[src/rtl/mixer_pkg.sv]
// Shared definitions for the time-shared mixer: sizing helpers and the pipeline entry layout.
package mixer_pkg;

    localparam int DEF_INPUT_WIDTH  = 14;
    localparam int DEF_OUTPUT_WIDTH = 14;
    localparam int DEF_TAG_WIDTH    = 2;

    function automatic int clog2(input int value);
        int width;
        width = 0;
        for (int i = 0; i < 32; i++) begin
            if ((1 << width) < value) begin
                width = width + 1;
            end
        end
        return width;
    endfunction

    // Scaling distance between the full product and the result: >0 shifts right, <0 shifts left.
    function automatic int scale_shift(input int input_width, input int output_width);
        return 2 * input_width - output_width;
    endfunction

    typedef struct packed {
        logic                                valid;
        logic [DEF_TAG_WIDTH-1:0]            tag;
        logic signed [2*DEF_INPUT_WIDTH-1:0] data;
    } mixer_entry_t;

endpackage

[src/rtl/mixer_tag_pipe.sv]
// Two-stage signed multiply / truncate pipeline carrying a valid bit and a routing tag.
module mixer_tag_pipe
    import mixer_pkg::*;
#(
    parameter int INPUT_WIDTH  = 14,
    parameter int OUTPUT_WIDTH = 14,
    parameter int TAG_WIDTH    = 2
) (
    input  logic                           clk,
    input  logic                           rst,
    input  logic                           acc_valid,
    input  logic [TAG_WIDTH-1:0]           acc_tag,
    input  logic signed [INPUT_WIDTH-1:0]  op_a,
    input  logic signed [INPUT_WIDTH-1:0]  op_b,
    output logic                           mul_valid,
    output logic                           scl_valid,
    output logic [TAG_WIDTH-1:0]           scl_tag,
    output logic signed [OUTPUT_WIDTH-1:0] scl_data
);

    localparam int PROD_WIDTH = 2 * INPUT_WIDTH;
    localparam int SHIFT      = scale_shift(INPUT_WIDTH, OUTPUT_WIDTH);

    typedef struct packed {
        logic                         valid;
        logic [TAG_WIDTH-1:0]         tag;
        logic signed [PROD_WIDTH-1:0] data;
    } mul_entry_t;

    typedef struct packed {
        logic                           valid;
        logic [TAG_WIDTH-1:0]           tag;
        logic signed [OUTPUT_WIDTH-1:0] data;
    } scl_entry_t;

    mul_entry_t                     mul_q;
    scl_entry_t                     scl_q;
    logic signed [PROD_WIDTH-1:0]   op_a_ext;
    logic signed [PROD_WIDTH-1:0]   op_b_ext;
    logic signed [PROD_WIDTH-1:0]   product;
    logic signed [OUTPUT_WIDTH-1:0] scaled;

    assign op_a_ext = PROD_WIDTH'(op_a);
    assign op_b_ext = PROD_WIDTH'(op_b);
    assign product  = op_a_ext * op_b_ext;

    // Floor shift then wrap to the result width is just a bit slice of the product.
    generate
        if (SHIFT > 0) begin : g_shift_right
            logic unused_low_bits;
            assign scaled          = mul_q.data[PROD_WIDTH-1:SHIFT];
            assign unused_low_bits = ^mul_q.data[SHIFT-1:0];
        end else if (SHIFT < 0) begin : g_shift_left
            assign scaled = {mul_q.data, {(-SHIFT){1'b0}}};
        end else begin : g_pass
            assign scaled = mul_q.data;
        end
    endgenerate

    always_ff @(posedge clk or posedge rst) begin
        if (rst) begin
            mul_q <= '0;
            scl_q <= '0;
        end else begin
            mul_q.valid <= acc_valid;
            mul_q.tag   <= acc_tag;
            mul_q.data  <= product;
            scl_q.valid <= mul_q.valid;
            scl_q.tag   <= mul_q.tag;
            scl_q.data  <= scaled;
        end
    end

    assign mul_valid = mul_q.valid;
    assign scl_valid = scl_q.valid;
    assign scl_tag   = scl_q.tag;
    assign scl_data  = scl_q.data;

endmodule

[src/rtl/mixer_rr_scheduler.sv]
// Round-robin share of one multiply/truncate pipeline across N_REQ channels; results are
// routed back to the granted channel by the tag carried down the pipeline.
module mixer_rr_scheduler
    import mixer_pkg::*;
#(
    parameter int N_REQ        = 4,
    parameter int INPUT_WIDTH  = 14,
    parameter int OUTPUT_WIDTH = 14,
    parameter int TAG_WIDTH    = 2
) (
    input  logic                            clk,
    input  logic                            rst,
    input  logic [N_REQ-1:0]                req_valid,
    output logic [N_REQ-1:0]                req_ready,
    input  logic [N_REQ*INPUT_WIDTH-1:0]    req_a,
    input  logic [N_REQ*INPUT_WIDTH-1:0]    req_b,
    output logic [N_REQ-1:0]                res_valid,
    output logic [N_REQ*OUTPUT_WIDTH-1:0]   res_data,
    output logic                            busy
);

    logic [TAG_WIDTH-1:0]           rr_ptr;
    logic [TAG_WIDTH-1:0]           rr_ptr_next;
    logic [TAG_WIDTH-1:0]           grant_tag;
    logic [N_REQ-1:0]               grant;
    logic                           grant_found;
    logic                           transfer;
    logic signed [INPUT_WIDTH-1:0]  sel_a;
    logic signed [INPUT_WIDTH-1:0]  sel_b;
    logic                           mul_valid;
    logic                           scl_valid;
    logic [TAG_WIDTH-1:0]           scl_tag;
    logic signed [OUTPUT_WIDTH-1:0] scl_data;

    function automatic int rr_index(input int base, input int offset);
        return (base + offset) % N_REQ;
    endfunction

    always_comb begin
        grant       = '0;
        grant_tag   = '0;
        grant_found = 1'b0;
        rr_ptr_next = rr_ptr;
        for (int k = 0; k < N_REQ; k++) begin
            if (!grant_found && req_valid[rr_index(int'(rr_ptr), k)]) begin
                grant_found                        = 1'b1;
                grant[rr_index(int'(rr_ptr), k)]   = 1'b1;
                grant_tag   = TAG_WIDTH'(rr_index(int'(rr_ptr), k));
                rr_ptr_next = TAG_WIDTH'(rr_index(int'(rr_ptr), k + 1));
            end
        end
    end

    // Grant is masked while reset is held so no channel sees a handshake it cannot complete.
    assign req_ready = rst ? '0 : grant;
    assign transfer  = grant_found && !rst;

    always_ff @(posedge clk or posedge rst) begin
        if (rst) begin
            rr_ptr <= '0;
        end else if (transfer) begin
            rr_ptr <= rr_ptr_next;
        end
    end

    always_comb begin
        sel_a = '0;
        sel_b = '0;
        for (int i = 0; i < N_REQ; i++) begin
            if (grant[i]) begin
                sel_a = req_a[i*INPUT_WIDTH +: INPUT_WIDTH];
                sel_b = req_b[i*INPUT_WIDTH +: INPUT_WIDTH];
            end
        end
    end

    mixer_tag_pipe #(
        .INPUT_WIDTH  (INPUT_WIDTH),
        .OUTPUT_WIDTH (OUTPUT_WIDTH),
        .TAG_WIDTH    (TAG_WIDTH)
    ) u_pipe (
        .clk       (clk),
        .rst       (rst),
        .acc_valid (transfer),
        .acc_tag   (grant_tag),
        .op_a      (sel_a),
        .op_b      (sel_b),
        .mul_valid (mul_valid),
        .scl_valid (scl_valid),
        .scl_tag   (scl_tag),
        .scl_data  (scl_data)
    );

    always_ff @(posedge clk or posedge rst) begin
        if (rst) begin
            res_valid <= '0;
            res_data  <= '0;
        end else begin
            for (int i = 0; i < N_REQ; i++) begin
                res_valid[i] <= scl_valid && (scl_tag == TAG_WIDTH'(i));
                if (scl_valid && (scl_tag == TAG_WIDTH'(i))) begin
                    res_data[i*OUTPUT_WIDTH +: OUTPUT_WIDTH] <= scl_data;
                end
            end
        end
    end

    assign busy = mul_valid | scl_valid | (|res_valid);

endmodule

[config.mk]
export PLATFORM = sky130hd
export DESIGN_NAME = mixer_rr_scheduler
export DESIGN_NICKNAME = d
export VERILOG_FILES = /design/src/rtl/mixer_pkg.sv /design/src/rtl/mixer_tag_pipe.sv /design/src/rtl/mixer_rr_scheduler.sv
export SDC_FILE = /design/constraint.sdc
export NUM_CORES = 1
export LEC_CHECK = 0
export CAP_MARGIN = 20
export CORE_MARGIN = 10
export CORE_UTILIZATION = 45
export DETAILED_ROUTE_END_ITERATION = 10
export PLACE_DENSITY_LB_ADDON = 0.1
export SLEW_MARGIN = 20
export SYNTH_ARGS = -nofsm -noshare
export SYNTH_HDL_FRONTEND = slang
export SYNTH_SLANG_ARGS = --single-unit
[constraint.sdc]
create_clock -name clk -period 10.6 [get_ports clk]
set_clock_uncertainty 0.2 [all_clocks]
set_input_delay 2.12 -clock clk [delete_from_list [all_inputs] [get_ports clk]]
set_output_delay 2.12 -clock clk [all_outputs]
set_load 0.05 [all_outputs]
==> key figures <==
Worst setup path
  • WP depth: 31
  • Crit-path max cell delay: 680 ps
  • WP data required: 10,620 ps
  • Startpoint of the worst-slack reg-to-reg timing path: rr_ptr[0]
  • Endpoint class of the critical path: flip-flop
  • Worst setup SP type: primary input
  • Worst Path Buf+Inv: 7
  • Crit-path max FO: 24
  • Reg-to-Reg End: u_pipe.mul_q[24]
  • Worst Path Arrival: 10,180 ps
  • CP dominant cell by count: fa_1
  • Worst reg2reg setup slack: 1280 ps
  • Setup crit end: u_pipe.mul_q[24]
  • CP max stage cell: mux4_2
  • Origin of the worst setup path: req_valid[3]
  • Kind of critical path: in -> reg
  • Worst path top cell family by delay: adder cells
  • Worst r2r path cells: 32

Finish
  • Design area: 0.0147 mm²
  • Ant. Diodes: 0
  • Layout cells sized above 1: 8.78%
  • Multi-input logic area: 0.00848 mm²
  • Layout Utilization: 56.3%
  • Area grow syn2layout: 22.7%
  • Nets: 1,859
  • Fillers: 2,433
  • Register area: 0.00240 mm²

Die
  • Die area: 0.0336 mm²
  • # IOs: 183
  • Core area: 0.0261 mm²
  • Die Span X: 183 µm
  • Num rows: 59
  • Initial Util: 45.9%
  • Die span in y: 183 µm

Timing
  • Min Hold Slack: 149 ps
  • Final hold viol count: 0
  • Min Clock Period, post-route: 10,160 ps
  • Final worst-path cycle share: 95.9%
  • RSZ-0062 raised after global routing: no
  • Fmax: 98.4 MHz
  • TNS Setup: 0 ps
  • Slew HR: 44.4%
  • Pins Over Slew Limit: 0
  • Setup violators final: 0
  • Worst Max-Slew Pin Slew: 831 ps

Drt
  • DR WL/cell: 17.6 µm
  • Pre-antenna DRT Iters: 5
  • Final WL: 31,900 µm
  • Vias/cell: 5.14
  • DRT antenna net count: 0
  • DR DRC count: 0
  • DRT iter0 DRCs: 457
  • Via Count: 9,342

Run
  • Max Cap Viol: 0

Min path
  • HP Class: reg -> reg

Outcome
  • Outcome: completed

Logic synthesis
  • Share of the synthesized area in the top cell type: 32.4%
  • Yosys cell types: 61
  • Post-synth top cells: inv_1 (242), fa_1 (194), nand2_1 (153), nor2_1 (153), dfrtp_1 (96)
  • Post-synth top area cell: fa_1
  • Syn Nets: 1,667
  • EDFF count, synth: 0
  • Register area share after synthesis: 20.0%
  • Ranking of synthesized cells by area: fa_1 (32%), dfrtp_1 (20%), inv_1 (7.6%)
  • Ys Warns: 0
  • Syn Inst Count: 1,284
  • Synth Register Bits: 96
  • Asr flop ratio synth: 100%
  • Syn_area_per_cell: 9.34 µm²
  • Post-synth top flop: dfrtp_1
  • Most frequent cell after synthesis: inv_1
  • Post-Syn Area: 0.0120 mm²

Global route
  • GRT Max-Usage Layer: met2
  • Global route total overflow: 0
  • Pin count of the biggest net entering global routing: 56
  • Gr usage total: 19.8%
  • Vias in the first global route: 10,100
  • Grt met1 use: 25.0%
  • Met2 Usage GRT: 36.0%
  • GR Util met3: 2.39%
  • Initial antenna violation count: 0
  • Global-route wire length before repair: 53,100 µm

Clocking
  • # hold bufs at CTS: 0
  • CTS tree: built
  • CTS Sinks: 96
  • # resized after CTS: 0
  • Clk slew on worst S/H paths: 70 ps
  • Clk Latency, worst-skew pair: 340 ps
  • CTS H-tree depth: 3
  • CTS max path bufs: 2
  • CTS Buf Count: 9
  • Clock Root Buffer: clkbuf_16
  • Setup Buffers After CTS: 0

Placement
  • Instance area after placement: 0.0144 mm²
  • IO Port Bufs: 182
  • GP Congestion: 0.886
  • Dpl hpwl: 27,200 µm
## worst reg2reg max path: cells and delay by family, from the launching register on
family          cells  cell delay [ps]
mux                 2              610
fa+ha+maj           8             3800
flops               1              840
compound gates     13             2530
buf+inv             7              990
simple gates        2              230
## routing by layer
metal	part of all wire [%]	routed length [µm]
met1	43	13700
met3	3.8	1220
met4	0.98	312
met2	52	16700
met5	0	0
## logic make-up (layout without fill, tap and decap cells)
group,count (synthesis),after routing,synth area share (%)
xor gates and xnor gates,24,24,1.75
muxes,65,65,6.07
buffers and inverters,291,488,9.35
and+or+nand+nor,376,376,13.3
adders and majority gates,265,265,39.8
AOI/OAI and AO/OA,167,167,9.68
DFF,96,96,20.0
## state kept, by name (all words and copies together) (netlist names)
signal / flops
res_valid: 4
u_pipe.mul_valid: 1
u_pipe.scl_tag: 2
u_pipe.scl_data: 14
res_data: 56
u_pipe.mul_q: 16
rr_ptr: 2
u_pipe.scl_valid: 1
## placed cells by master (no fill, tap or decap), types with 42 or more instances in the layout
cell,netlist,routed
nand2_1,153,153
dfrtp_1,96,96
a21oi_1,56,56
ha_1,71,71
mux2_2,42,42
nor2_1,153,153
buf_4,2,46
inv_1,242,241
fa_1,194,194
clkdlybuf4s50_1,0,182
## worst min-delay path by stage
stage               slack (ps)                  to        startpoint  depth (start not counted)
finish                     150  u_pipe.scl_data[2]  u_pipe.mul_q[16]                          0
global route               160  u_pipe.scl_data[2]  u_pipe.mul_q[16]                          0
CTS                        150  u_pipe.scl_data[2]  u_pipe.mul_q[16]                          0
detailed placement         140  u_pipe.scl_data[2]  u_pipe.mul_q[16]                          0
global placement           130  u_pipe.scl_data[7]  u_pipe.mul_q[21]                          0
floorplan                  130  u_pipe.scl_data[0]  u_pipe.mul_q[14]                          0
## through the flow
stage / setup slack [ps] / cells
floorplan: 741 / 1284
global placement: 282 / 1800
detailed placement: 159 / 1800
CTS: 502 / 1816
global route: 40.7 / 1816
finish: 438 / 1816
## area by class of cell
cell class / count / share of cell area, %
clock buffer: 10 / 1.62
clock inverter: 6 / 0.391
inverter: 242 / 6.19
multi-input combinational: 897 / 57.6
sequential: 96 / 16.3
tap: 335 / 2.85
timing repair buffer: 230 / 15.0
Power is not shown: default switching activity piles up to over one toggle a cycle in this logic, so the estimate is an artifact.
